## src/rtl/riscv_pkg.sv

```systemverilog
// Shared definitions for the multicycle RISC-V control path: state
// encodings, opcodes, ALU control codes and datapath mux select codes.
package riscv_pkg;

  localparam int STATE_WIDTH = 4;

  typedef enum logic [STATE_WIDTH-1:0] {
    S_FETCH    = 4'd0,
    S_DECODE   = 4'd1,
    S_MEMADR   = 4'd2,
    S_MEMREAD  = 4'd3,
    S_MEMWB    = 4'd4,
    S_MEMWRITE = 4'd5,
    S_EXECUTER = 4'd6,
    S_EXECUTEI = 4'd7,
    S_ALUWB    = 4'd8,
    S_BEQ      = 4'd9,
    S_JAL      = 4'd10,
    S_TRAP     = 4'd11
  } state_t;

  localparam logic [6:0] OP_LW  = 7'b0000011;
  localparam logic [6:0] OP_SW  = 7'b0100011;
  localparam logic [6:0] OP_R   = 7'b0110011;
  localparam logic [6:0] OP_I   = 7'b0010011;
  localparam logic [6:0] OP_BEQ = 7'b1100011;
  localparam logic [6:0] OP_JAL = 7'b1101111;

  localparam logic [2:0] ALU_ADD = 3'b000;
  localparam logic [2:0] ALU_SUB = 3'b001;
  localparam logic [2:0] ALU_AND = 3'b010;
  localparam logic [2:0] ALU_OR  = 3'b011;
  localparam logic [2:0] ALU_SLT = 3'b101;

  // ALUOp: what the FSM asks of the ALU decoder
  localparam logic [1:0] ALUOP_ADD   = 2'b00;
  localparam logic [1:0] ALUOP_SUB   = 2'b01;
  localparam logic [1:0] ALUOP_FUNCT = 2'b10;

  localparam logic [1:0] SRCA_PC    = 2'b00;
  localparam logic [1:0] SRCA_OLDPC = 2'b01;
  localparam logic [1:0] SRCA_RD1   = 2'b10;

  localparam logic [1:0] SRCB_RD2  = 2'b00;
  localparam logic [1:0] SRCB_IMM  = 2'b01;
  localparam logic [1:0] SRCB_FOUR = 2'b10;

  localparam logic [1:0] RES_ALUOUT    = 2'b00;
  localparam logic [1:0] RES_DATA      = 2'b01;
  localparam logic [1:0] RES_ALURESULT = 2'b10;

  localparam logic [1:0] IMM_I = 2'b00;
  localparam logic [1:0] IMM_S = 2'b01;
  localparam logic [1:0] IMM_B = 2'b10;
  localparam logic [1:0] IMM_J = 2'b11;

  // Immediate format is a pure function of the opcode
  function automatic logic [1:0] imm_src_of(input logic [6:0] op);
    case (op)
      OP_SW:   return IMM_S;
      OP_BEQ:  return IMM_B;
      OP_JAL:  return IMM_J;
      default: return IMM_I;
    endcase
  endfunction

endpackage

```

## src/rtl/mc_control_fsm_alu_decoder.sv

```systemverilog
// ALU control decoder: maps ALUOp plus the funct fields to the 3-bit
// ALUControl code and flags funct3 values the ALU does not implement.
module alu_decoder
  import riscv_pkg::*;
(
  input  logic [1:0] i_alu_op,
  input  logic [2:0] i_funct3,
  input  logic       i_op5,
  input  logic       i_funct7b5,
  output logic [2:0] o_alu_control,
  output logic       o_illegal
);

  // Decode ALU operation; unsupported funct3 falls back to add
  always_comb begin
    o_alu_control = ALU_ADD;
    o_illegal     = 1'b0;
    case (i_alu_op)
      ALUOP_SUB: o_alu_control = ALU_SUB;
      ALUOP_FUNCT: begin
        case (i_funct3)
          3'b000:  o_alu_control = (i_op5 & i_funct7b5) ? ALU_SUB : ALU_ADD;
          3'b010:  o_alu_control = ALU_SLT;
          3'b110:  o_alu_control = ALU_OR;
          3'b111:  o_alu_control = ALU_AND;
          default: begin
            o_alu_control = ALU_ADD;
            o_illegal     = 1'b1;
          end
        endcase
      end
      default: o_alu_control = ALU_ADD;
    endcase
  end

endmodule

```

## src/rtl/mc_control_fsm.sv

```systemverilog
// Multicycle control unit: Moore FSM sequencing lw/sw/R/I/beq/jal plus
// the ALU control decoder. Optional feature macro: ILLEGAL_TRAP_EN
// (illegal opcodes / funct3 values park the FSM in TRAP until reset).
// Handshake: none; every output is valid for the whole cycle of the
// current state, and write enables are forced low while reset is high.
module mc_control_fsm
  import riscv_pkg::*;
#(
  parameter int STATE_W = riscv_pkg::STATE_WIDTH
) (
  input  logic               clk,
  input  logic               reset,
  input  logic [6:0]         op,
  input  logic [2:0]         funct3,
  input  logic               funct7b5,
  input  logic               Zero,
  output logic [2:0]         ALUControl,
  output logic [1:0]         ALUSrcA,
  output logic [1:0]         ALUSrcB,
  output logic [1:0]         ResultSrc,
  output logic [1:0]         ImmSrc,
  output logic               AdrSrc,
  output logic               IRWrite,
  output logic               PCWrite,
  output logic               RegWrite,
  output logic               MemWrite,
  output logic               Illegal,
  output logic [STATE_W-1:0] o_dbg_state
);

  state_t     r_state;
  state_t     w_next;
  logic [1:0] w_alu_op;
  logic       w_alu_illegal;
  logic       w_ir_write;
  logic       w_pc_update;
  logic       w_branch;
  logic       w_reg_write;
  logic       w_mem_write;

  // State register; reset returns to FETCH, abandoning any instruction
  always_ff @(posedge clk) begin
    if (reset) r_state <= S_FETCH;
    else       r_state <= w_next;
  end

  // ALUOp is a function of state alone, kept apart from the main decode
  // so the decoder's illegal flag can steer next-state without a loop
  always_comb begin
    w_alu_op = ALUOP_ADD;
    case (r_state)
      S_EXECUTER, S_EXECUTEI: w_alu_op = ALUOP_FUNCT;
      S_BEQ:                  w_alu_op = ALUOP_SUB;
      default:                w_alu_op = ALUOP_ADD;
    endcase
  end

  alu_decoder u_alu_decoder (
    .i_alu_op      (w_alu_op),
    .i_funct3      (funct3),
    .i_op5         (op[5]),
    .i_funct7b5    (funct7b5),
    .o_alu_control (ALUControl),
    .o_illegal     (w_alu_illegal)
  );

  // Next-state and Moore outputs
  always_comb begin
    w_next      = S_FETCH;
    ALUSrcA     = SRCA_PC;
    ALUSrcB     = SRCB_RD2;
    ResultSrc   = RES_ALUOUT;
    AdrSrc      = 1'b0;
    w_ir_write  = 1'b0;
    w_pc_update = 1'b0;
    w_branch    = 1'b0;
    w_reg_write = 1'b0;
    w_mem_write = 1'b0;
    case (r_state)
      S_FETCH: begin
        ALUSrcA     = SRCA_PC;
        ALUSrcB     = SRCB_FOUR;
        ResultSrc   = RES_ALURESULT;
        w_ir_write  = 1'b1;
        w_pc_update = 1'b1;
        w_next      = S_DECODE;
      end
      S_DECODE: begin
        ALUSrcA = SRCA_OLDPC;
        ALUSrcB = SRCB_IMM;
        case (op)
          OP_LW, OP_SW: w_next = S_MEMADR;
          OP_R:         w_next = S_EXECUTER;
          OP_I:         w_next = S_EXECUTEI;
          OP_BEQ:       w_next = S_BEQ;
          OP_JAL:       w_next = S_JAL;
`ifdef ILLEGAL_TRAP_EN
          default:      w_next = S_TRAP;
`else
          default:      w_next = S_FETCH;
`endif
        endcase
      end
      S_MEMADR: begin
        ALUSrcA = SRCA_RD1;
        ALUSrcB = SRCB_IMM;
        w_next  = (op == OP_LW) ? S_MEMREAD : S_MEMWRITE;
      end
      S_MEMREAD: begin
        AdrSrc = 1'b1;
        w_next = S_MEMWB;
      end
      S_MEMWB: begin
        ResultSrc   = RES_DATA;
        w_reg_write = 1'b1;
        w_next      = S_FETCH;
      end
      S_MEMWRITE: begin
        AdrSrc      = 1'b1;
        w_mem_write = 1'b1;
        w_next      = S_FETCH;
      end
      S_EXECUTER, S_EXECUTEI: begin
        ALUSrcA = SRCA_RD1;
        ALUSrcB = (r_state == S_EXECUTEI) ? SRCB_IMM : SRCB_RD2;
        w_next  = S_ALUWB;
`ifdef ILLEGAL_TRAP_EN
        if (w_alu_illegal) w_next = S_TRAP;
`endif
      end
      S_ALUWB: begin
        w_reg_write = 1'b1;
        w_next      = S_FETCH;
      end
      S_BEQ: begin
        ALUSrcA  = SRCA_RD1;
        ALUSrcB  = SRCB_RD2;
        w_branch = 1'b1;
        w_next   = S_FETCH;
      end
      S_JAL: begin
        ALUSrcA     = SRCA_OLDPC;
        ALUSrcB     = SRCB_FOUR;
        w_pc_update = 1'b1;
        w_next      = S_ALUWB;
      end
`ifdef ILLEGAL_TRAP_EN
      S_TRAP:  w_next = S_TRAP;
`endif
      default: w_next = S_FETCH;
    endcase
  end

`ifdef ILLEGAL_TRAP_EN
  assign Illegal = (r_state == S_TRAP);
`else
  // Without the trap the decoder's illegal flag has no consumer
  logic w_unused_illegal;
  assign w_unused_illegal = w_alu_illegal;
  assign Illegal          = 1'b0;
`endif

  assign ImmSrc      = imm_src_of(op);
  assign IRWrite     = w_ir_write & ~reset;
  assign PCWrite     = (w_pc_update | (w_branch & Zero)) & ~reset;
  assign RegWrite    = w_reg_write & ~reset;
  assign MemWrite    = w_mem_write & ~reset;
  assign o_dbg_state = STATE_W'(r_state);

endmodule

```

## config.mk

```make
export PLATFORM = sky130hd
export DESIGN_NAME = mc_control_fsm
export DESIGN_NICKNAME = d
export VERILOG_FILES = /design/src/rtl/riscv_pkg.sv /design/src/rtl/mc_control_fsm_alu_decoder.sv /design/src/rtl/mc_control_fsm.sv
export SDC_FILE = /design/constraint.sdc
export NUM_CORES = 1
export LEC_CHECK = 0
export ABC_AREA = 1
export BUFFER_PORTS_ARGS = -buffer_cell sky130_fd_sc_hd__buf_2
export CORE_AREA = 2 2 39 41
export DETAILED_ROUTE_END_ITERATION = 16
export DIE_AREA = 0 0 41 43
export PLACE_DENSITY = 0.81
export SKIP_CTS_REPAIR_TIMING = 1
export SYNTH_ARGS = -nofsm -noshare
export SYNTH_HDL_FRONTEND = slang
export SYNTH_HIERARCHICAL = 1
export SYNTH_SLANG_ARGS = --single-unit
```

## constraint.sdc

```tcl
create_clock -name clk -period 3.32 [get_ports clk]
set_input_delay 0.166 -clock clk [delete_from_list [all_inputs] [get_ports clk]]
set_output_delay 0.166 -clock clk [all_outputs]
set_load 0.05 [all_outputs]
```

== Word level (Yosys, flattened, before mapping) ==
Cells that the tools add are included.

* Bits in registers: 4
* Input bits: 14
* Output and inout bits: 21

* Equal/unequal tests: 21
* Multiplexer cells: 18
* Bitwise logic cells: 8
* Reduce and logical (&&, ||, !) cells: 11

{| class="wikitable"
|+ Operator list
! cell !! number
|-
| 4-bit case mux with 5 select lines || 2
|-
| 4-bit by 3-bit equality test with 1-bit output, second input constant || 4
|-
| 7-bit by 6-bit equality test with 1-bit output, second input constant || 2
|-
| 7-bit equality test, second input constant || 2
|-
| 2-bit OR reduction || 7
|-
| 4-bit equality test, second input constant || 3
|-
| 2-bit case mux with 2 select lines || 3
|-
| 2-bit case mux with 3 select lines || 2
|-
| 3-bit case mux with 4 select lines || 1
|-
| 4-bit by 2-bit equality test with 1-bit output, second input constant || 2
|-
| 1-bit two-way mux || 8
|-
| 7-bit by 2-bit equality test with 1-bit output, second input constant || 1
|-
| 7-bit by 5-bit equality test with 1-bit output, second input constant || 1
|-
| 1-bit bitwise AND || 6
|-
| 3-bit equality test, second input constant || 2
|-
| 3-bit case mux with 2 select lines || 1
|-
| 4-bit by 1-bit equality test with 1-bit output, second input constant || 1
|-
| 4-bit zero test || 1
|-
| 4-bit OR reduction || 1
|-
| 3-bit by 2-bit equality test with 1-bit output, second input constant || 1
|-
| 3-bit zero test || 1
|-
| 3-bit two-way mux || 1
|-
| 3-bit OR reduction || 1
|-
| 2-bit by 1-bit equality test with 1-bit output, second input constant || 1
|-
| other kinds (3) || 3
|}

== Longest topological paths before layout ==
Gate-level depths: netlist of run 1.

* Depth in word-level cells: 5
* Gate-level depth with buffers: 10

== Hierarchy ==
Netlist of run 1, hierarchy kept.

{| class="wikitable"
|+ By module, submodules not included
! module !! instances !! cells an instance !! area an instance (µm²)
|-
| mc_control_fsm || 1 || 84 || 425.4
|-
| alu_decoder || 1 || 22 || 106.4
|}

== Worst setup path before layout of run 1 ==
No wires, ideal clock.

* Path kind: register to output
* From: register r_state[0], in the netlist o_dbg_state[0]
* To: output ALUControl[2]
* Arrival time: 2.596 ns
* Required time: 3.154 ns
* Path slack: 0.558 ns
* Stages on the path, launching flop included: 8
* Buffers on the path: 0
* Cells stage by stage: dfxtp_1 nand2_2 nor2_1 inv_1 ha_1 inv_1 nand2_1 nor3_1

* Word-level cells in the longest chain between the ends: 5

{| class="wikitable"
|+ Ends and longest elaborated chain
! item !! RTL line !! source
|-
| from (decl) || mc_control_fsm.sv:31 || <nowiki>state_t r_state;</nowiki>
|-
| from (signal assigned) || mc_control_fsm.sv:44 || <nowiki>else r_state <= w_next;</nowiki>
|-
| 4-bit by 3-bit equality test with 1-bit output || mc_control_fsm.sv:51 || <nowiki>case (r_state)</nowiki>
|-
| 2-bit OR reduction || mc_control_fsm.sv:51 ||
|-
| 2-bit case mux with 2 select lines * || mc_control_fsm.sv:51 ||
|-
| via w_alu_op[0] || mc_control_fsm.sv:33 || <nowiki>logic [1:0] w_alu_op;</nowiki>
|-
| 2-bit equality test / 2-bit by 1-bit equality test with 1-bit output (equally long branches) || mc_control_fsm_alu_decoder.sv:18 || <nowiki>case (i_alu_op)</nowiki>
|-
| 3-bit case mux with 2 select lines * || mc_control_fsm_alu_decoder.sv:18 ||
|-
| to (decl) || mc_control_fsm.sv:17 || <nowiki>output logic [2:0] ALUControl,</nowiki>
|}

The timed path passes the listed nets; every way through them passes the cells marked *.

== Worst setup path in the final report of run 1 ==
Same ends and word-level chain as after synthesis.

==> results.sh, run 1 <==
export IMPL_outcome="finished clean"
export IMPL_largest_reg_flops=4
export IMPL_ant_nets=0
export IMPL_mappedNetlistNets=120
export IMPL_crit_type="register to output pin"
export IMPL_die_width_um=41
export IMPL_layout_worst_path_cycle_share_pct=63.2
export IMPL_drcViolationCount=0
export IMPL_grt_max_degree=9
export IMPL_cts_tree="built"
export IMPL_critical_path_cell_chain="nand2_2 > nor2_1 > inv_1 > ha_1 > inv_1 > nand2_1 > nor3_1 > buf_2"
export IMPL_dp_worst_setup_slack_ns=1.45
export IMPL_crit_path_frequent_cell="inv_1"
export IMPL_cap_violations=0
export IMPL_placement_rows=14
export IMPL_cp_num_cells=8
export IMPL_detailedPlacementHpwl_um=1080
export IMPL_layout_area_overhead_pct=37.5
export IMPL_fp_dieH_um=43
export IMPL_cpPeakStageDelay_ns=0.43
export IMPL_setup_tns_final_ns=0
export IMPL_buffer_depth_of_the_longest_clock_path=2
export IMPL_post_route_cells_drive_above_1_share_pct=31.2
export IMPL_endpoint_kind="output pin"
export IMPL_whs_ns=0.218
export IMPL_final_cell_mix="nand2_1, buf_2, inv_1"
export IMPL_routed_via_count=691
export IMPL_power_density_nw_per_um2=247
export IMPL_finalSetupViolCount=0
export IMPL_warning_count_from_the_yosys_run=6
export IMPL_cp_required_ns=3.15
export IMPL_fill_cells=147
export IMPL_total_routing_usage_gr_pct=16.0
export IMPL_total_buffers_and_inverters_traversed_by_the_critical_path=3
export IMPL_path_delay_family="simple AND/OR/NAND/NOR gates"
export IMPL_place_congestion=0.765
export IMPL_hold_path_depth=2
export IMPL_cpMaxStageDelayCell="dfxtp_1"
export IMPL_vias_per_cell=4.49
export IMPL_synth_cell_area_um2=524
export IMPL_setup_repair_after_global_routing_missed_its_margin="false"
export IMPL_timing_max_transition_violations_final=0
export IMPL_final_cells=154
export IMPL_total_leakage_power_uw=0.000483
export IMPL_setup_ws_ns=1.22
export IMPL_finClkSkew_ns=0.000739
export IMPL_critPathMaxFanout=7
export IMPL_avgSynthCellArea_um2=5.04
export IMPL_dp_cells=151
export IMPL_numCtsBuffers=3
export IMPL_drt_wl_total_um=1260
export IMPL_grt_pass1_wl_um=2000
export IMPL_fp_dieArea_um2=1760
export IMPL_port_buffers=33
export IMPL_initial_core_util_pct=37.9
export IMPL_ioPinCount=35
export IMPL_htreeDepth=1
export IMPL_irDropWorstVdd_mv=0.161
export IMPL_clkTransAtPathRegs_ns=0.04
export IMPL_fp_coreArea_um2=1380
export IMPL_clock_root_buffer="clkbuf_4"
export IMPL_grt_overflow=0
export IMPL_grt_antenna_before_repair=0
export IMPL_hold_violations=0
export IMPL_critPathArrivalTime_ns=1.93
export IMPL_post_layout_min_period_ns=2.10
export IMPL_initialDrtViolationCount=6
export IMPL_drt_wirelength_per_cell_um=8.19
export IMPL_grt_pass1_vias=571
export IMPL_cts_sinks=4
export IMPL_first_pass_iteration_count_of_the_detailed_router=5
export IMPL_syn_inst=104
export IMPL_setup_worst_path_start_class="register"
export IMPL_min_path_type="primary input to register"
export IMPL_n_antenna_cell=0
export IMPL_fin_nets=156
export IMPL_timing_reg2reg_worst_path_depth=5
export IMPL_latest_clock_arrival_within_the_worst_skew_pair_ns=0.23
export IMPL_clock_fmax_ghz=0.476
[where the power goes]
part | switching (uW) | leakage (uW) | internal, uW
logic | 50.9 | 0.000436 | 18.5
registers | 1.85 | 0.0000326 | 49.5
clock network | 17.3 | 0.0000138 | 40.3
total | 70.1 | 0.000483 | 108
[per-layer routing]
metal	track usage, %	wire length [um]	vias to the layer above
met4	4.00	0	0
met1	15.7	525	289
li1	-	-	376
met3	3.14	87	0
met2	30.9	648	26
met5	0	0	-
[cell type report]
type                            count  area (um^2)  share of cell area, %
Inverter                           24         90.1                   12.5
Clock buffer                        3         22.5                   3.13
Multi-Input combinational cell     74          343                   47.6
Timing Repair Buffer               33          165                   22.9
Tap cell                           16         20.0                   2.78
Sequential cell                     4         80.1                   11.1
[stage by stage]
stage	utilization, %	cell area, um^2	power, uW
floorplan	-	524	103
global placement	50.5	698	120
detailed placement	50.5	698	122
CTS	52.1	721	181
global route	52.1	721	192
finish	52.1	721	178
[worst register-to-register path: stages (launching register included)]
cell and delay [ns]:
dfxtp_1 0.32, inv_2 0.08, nand2_1 0.08, nor2_1 0.28, nor2_1 0.09, a21oi_1 0.17
[path summary, 6_finish.rpt]
kind              slack (ns)            from        endpoint
setup / recovery        1.22  o_dbg_state[0]   ALUControl[2]
setup reg to reg        2.22  o_dbg_state[3]  o_dbg_state[3]
hold reg to reg         0.67  o_dbg_state[1]  o_dbg_state[1]
hold / removal          0.22           reset  o_dbg_state[0]
Power figures use the tool's default switching activity.
==> run 2, diff against run 1 <==
- CORE_AREA: 2 2 39 41 -> unset
- CORE_UTILIZATION: unset -> 40
- DIE_AREA: 0 0 41 43 -> unset
- clock period: 3.32 -> 2.2 ns (I/O delays scaled with it)
==> run 2 against run 1 <==
  * Clock skew increased by 0.0067 ns
  * Register-to-register slack worse by 1.1 ns
  * Global-route usage up 3.5 points
  * Total power grew 55%
  * Final area grew 1.4%
  * Count of clock-buffer cells in the layout unchanged
  * Largest cell class unchanged
  * Critical path depth rose by 2
  * Non-clock buffer count unchanged
  * Clock power is 63% higher
  * Hold slack worse by 0.080 ns
  * Sequential power increased by 51%
  * Largest power group unchanged
  * Highest routed layer is now met4
==> results.sh, run 2 (synthesis results as in run 1) <==
export IMPL_ant_nets=0
export IMPL_first_pass_iteration_count_of_the_detailed_router=4
export IMPL_grt_max_degree=9
export IMPL_timing_max_transition_violations_final=0
export IMPL_outcome="finished clean"
export IMPL_final_cells=152
export IMPL_total_leakage_power_uw=0.000483
export IMPL_buffer_depth_of_the_longest_clock_path=2
export IMPL_min_path_type="primary input to register"
export IMPL_drt_wl_total_um=1260
export IMPL_hold_violations=0
export IMPL_routed_via_count=682
export IMPL_post_route_cells_drive_above_1_share_pct=34.1
export IMPL_setup_tns_final_ns=0
export IMPL_fp_dieArea_um2=1460
export IMPL_dpl_instance_area_um2=706
export IMPL_cts_tree="built"
export IMPL_fp_coreArea_um2=1160
export IMPL_drt_wirelength_per_cell_um=8.31
export IMPL_initial_core_util_pct=45.3
export IMPL_cpMaxStageDelayCell="dfxtp_1"
export IMPL_cpPeakStageDelay_ns=0.43
export IMPL_fill_cells=113
export IMPL_critical_path_cell_chain="nand2_2 > nor2_2 > inv_1 > ha_1 > inv_1 > nand2_1 > inv_1 > nand2_1 > nand2_1 > buf_2"
export IMPL_initialDrtViolationCount=14
export IMPL_path_delay_family="simple AND/OR/NAND/NOR gates"
export IMPL_largest_reg_flops=4
export IMPL_htreeDepth=1
export IMPL_endpoint_kind="output pin"
export IMPL_cp_required_ns=2.09
export IMPL_layout_area_overhead_pct=39.4
export IMPL_final_cell_mix="nand2_1, buf_2, inv_1"
export IMPL_n_antenna_cell=0
export IMPL_cts_sinks=4
export IMPL_grt_pass1_vias=552
export IMPL_clock_fmax_ghz=0.493
export IMPL_clock_root_buffer="clkbuf_4"
export IMPL_finClkSkew_ns=0.00746
export IMPL_total_buffers_and_inverters_traversed_by_the_critical_path=4
export IMPL_whs_ns=0.138
export IMPL_rrSetupSlack_ns=1.12
export IMPL_port_buffers=33
export IMPL_vias_per_cell=4.49
export IMPL_grt_overflow=0
export IMPL_numCtsBuffers=3
export IMPL_total_routing_usage_gr_pct=19.5
export IMPL_setup_worst_path_start_class="register"
export IMPL_power_density_nw_per_um2=379
export IMPL_drcViolationCount=0
export IMPL_power_total_uw=277
export IMPL_critPathMaxFanout=7
export IMPL_grt_pass1_wl_um=1980
export IMPL_fin_nets=156
export IMPL_ioPinCount=35
export IMPL_latest_clock_arrival_within_the_worst_skew_pair_ns=0.24
export IMPL_die_width_um=38.2
export IMPL_detailedPlacementHpwl_um=1070
export IMPL_place_congestion=0.764
export IMPL_critPathArrivalTime_ns=1.92
export IMPL_finalSetupViolCount=0
export IMPL_post_layout_min_period_ns=2.03
export IMPL_crit_type="register to output pin"
export IMPL_placement_rows=12
export IMPL_layout_worst_path_cycle_share_pct=92.1
export IMPL_irDropWorstVdd_mv=0.210
export IMPL_dp_cells=149
export IMPL_grt_antenna_before_repair=0
export IMPL_finalInstanceArea_um2=731
export IMPL_cap_violations=0
export IMPL_clkTransAtPathRegs_ns=0.04
export IMPL_fp_dieH_um=38.2
==> run 2: cell types whose count changed in the layout (fill, tap and decap cells not counted) <==
cell | previous run | this run
nor2_1 | 16 | 13
nor2_2 | 2 | 5
nor3_1 | 1 | 0
nor3_2 | 0 | 1
==> run 2: report_power, final <==
part	switching [uW]	internal [uW]
combinational	77.4	28.2
sequential	2.81	74.6
clock	32.4	61.2
==> run 2: routing by layer <==
layer,GRT usage (%),wire (um)
met5,0,0
met4,13.4,39
met3,0,61
met2,36.4,599
met1,21.1,563
==> run 2: layout make-up <==
| cell class | count | area (um^2) | share of cell area, % |
|---|---|---|---|
| clock buffer | 3 | 22.5 | 3.08 |
| sequential | 4 | 80.1 | 11.0 |
| inverter | 24 | 90.1 | 12.3 |
| timing repair buffer | 33 | 165 | 22.6 |
| tap | 14 | 17.5 | 2.40 |
| multi-input combinational | 74 | 355 | 48.6 |
==> run 2: worst paths after layout <==
check	to	startpoint	cells past startpoint
worst max-delay path	ALUControl[0]	o_dbg_state[0]	10
worst min register to register	o_dbg_state[2]	o_dbg_state[1]	4
worst max register to register	o_dbg_state[3]	o_dbg_state[3]	5
worst min-delay path	o_dbg_state[0]	reset	2
==> run 2: per-stage QoR <==
stage	util (%)	setup WS, ns
after floorplan	-	-0.0952
after global placement	61.0	0.450
after detailed placement	61.0	0.393
after CTS	63.0	0.125
after global routing	63.2	-0.00934
final	63.2	0.173
==> run 3, diff against run 2 <==
- GPL_TIMING_DRIVEN: unset -> 0
- MAX_ROUTING_LAYER: unset -> met4
==> run 3 against run 2 <==
  * Hold slack gained 0.084 ns
  * Sequential cell count did not move
  * Utilization grew 0.65 points
  * Global-route usage rose by 0.24 points
  * Via count decreased by 0.59%
  * Highest routed layer unchanged
  * First-iteration DRC count fell by 93%
  * Final area rose by 1.0%
  * Critical path type unchanged
==> results.sh, run 3 (synthesis results as in run 1) <==
export IMPL_post_layout_min_period_ns=2.02
export IMPL_die_width_um=38.2
export IMPL_initialDrtViolationCount=1
export IMPL_dp_cells=150
export IMPL_cap_violations=0
export IMPL_crit_type="register to output pin"
export IMPL_placement_rows=12
export IMPL_power_share_clock_pct=33.5
export IMPL_cellInternalPower_uw=165
export IMPL_cts_sinks=4
export IMPL_timing_reg2reg_worst_path_depth=4
export IMPL_clkTransAtPathRegs_ns=0.04
export IMPL_grt_antenna_before_repair=0
export IMPL_startpoint="o_dbg_state[1]"
export IMPL_n_antenna_cell=0
export IMPL_worstHoldStart="reset"
export IMPL_first_pass_iteration_count_of_the_detailed_router=3
export IMPL_irDropWorstVdd_mv=0.363
export IMPL_layout_area_overhead_pct=40.8
export IMPL_grt_pass1_vias=587
export IMPL_worst_r2r_src="o_dbg_state[1]"
export IMPL_most_common_cell_after_layout_fill_and_taps_aside="nand2_1"
export IMPL_setup_tns_final_ns=0
export IMPL_outcome="finished clean"
export IMPL_grt_overflow=0
export IMPL_min_path_type="primary input to register"
export IMPL_hold_path_depth=2
export IMPL_sw_frac_of_total_pct=40.3
export IMPL_fill_cells=125
export IMPL_cp_required_ns=2.09
export IMPL_initial_core_util_pct=45.3
export IMPL_fin_nets=157
export IMPL_setup_repair_after_global_routing_missed_its_margin="false"
export IMPL_endpoint_kind="output pin"
export IMPL_drt_wl_total_um=1220
export IMPL_vias_per_cell=4.43
export IMPL_drcViolationCount=0
export IMPL_fp_dieH_um=38.2
export IMPL_finalInstanceArea_um2=738
export IMPL_power_total_uw=277
export IMPL_setup_worst_path_start_class="register"
export IMPL_numCtsBuffers=3
export IMPL_finClkSkew_ns=0.00845
export IMPL_critPathMaxFanout=5
export IMPL_dpl_instance_area_um2=712
export IMPL_fp_dieArea_um2=1460
export IMPL_hold_violations=0
export IMPL_critPathArrivalTime_ns=1.91
export IMPL_ioPinCount=35
export IMPL_routed_via_count=678
export IMPL_power_switching_uw=112
export IMPL_total_leakage_power_uw=0.000486
export IMPL_post_route_cells_drive_above_1_share_pct=34.5
export IMPL_grt_max_degree=9
export IMPL_latest_clock_arrival_within_the_worst_skew_pair_ns=0.24
export IMPL_fp_coreArea_um2=1160
export IMPL_htreeDepth=1
export IMPL_port_buffers=32
export IMPL_place_congestion=0.783
export IMPL_cts_tree="built"
export IMPL_power_density_nw_per_um2=375
export IMPL_final_cells=153
export IMPL_grt_pass1_wl_um=2060
export IMPL_timing_max_transition_violations_final=0
export IMPL_drt_wirelength_per_cell_um=8.00
export IMPL_clock_root_buffer="clkbuf_4"
export IMPL_detailedPlacementHpwl_um=1060
export IMPL_p_seq_share_pct=28.2
export IMPL_combPwrFrac_pct=38.3
export IMPL_total_routing_usage_gr_pct=19.8
export IMPL_final_cell_mix="nand2_1, buf_2, inv_1"
export IMPL_post_route_util_pct=63.9
export IMPL_finalSetupViolCount=0
export IMPL_layout_worst_path_cycle_share_pct=92.0
export IMPL_clock_fmax_ghz=0.494
export IMPL_ant_nets=0
export IMPL_largest_reg_flops=4
export IMPL_buffer_depth_of_the_longest_clock_path=2
-- run 3: stage by stage --
step                      hold WS (ns)  setup WS (ns)
after global routing             0.256         0.0268
after detailed placement         0.469          0.299
after global placement           0.471          0.383
after CTS                        0.225         0.0405
after floorplan                  0.315        -0.0952
final                            0.221          0.176
-- run 3: layout make-up --
class | instances | area [um^2] | area share (%)
buffer | 2 | 11.3 | 1.53
multi-input combinational | 74 | 355 | 48.1
inverter | 24 | 90.1 | 12.2
tap | 14 | 17.5 | 2.37
sequential | 4 | 81.3 | 11.0
timing repair buffer | 32 | 160 | 21.7
clock buffer | 3 | 22.5 | 3.05
-- run 3: worst max-delay path: stages (launching register included) --
cell,delay (ns)
dfxtp_1,0.33
inv_1,0.12
nand2_2,0.09
nor2_2,0.20
inv_1,0.07
ha_1,0.29
inv_1,0.07
nand2_1,0.10
inv_1,0.07
nand2_1,0.05
nand2_1,0.04
buf_2,0.25
-- run 3: per-layer routing --
layer	track usage, %	up-vias	routed length [um]
met1	22.9	279	558
met5	-	-	0
met4	8.04	0	24
li1	-	377	-
met3	0	2	59
met2	36.0	20	582
-- run 3: path summary, 6_finish.rpt --
| kind | end | slack (ns) |
|---|---|---|
| worst max-delay path | ALUControl[0] | 0.18 |
| worst min-delay path | o_dbg_state[3] | 0.22 |
| worst max register to register | o_dbg_state[3] | 1.11 |
| worst min register to register | o_dbg_state[0] | 0.62 |
-- run 3: power by group through the flow --
stage               sequential, uW  combinational, uW  clock, uW
detailed placement            78.8                106          0
finish                        78.0                106       92.8
global placement              78.6                104          0
floorplan                     84.1               72.0          0
CTS                           77.6                107       96.2
global route                  78.2                116       99.0
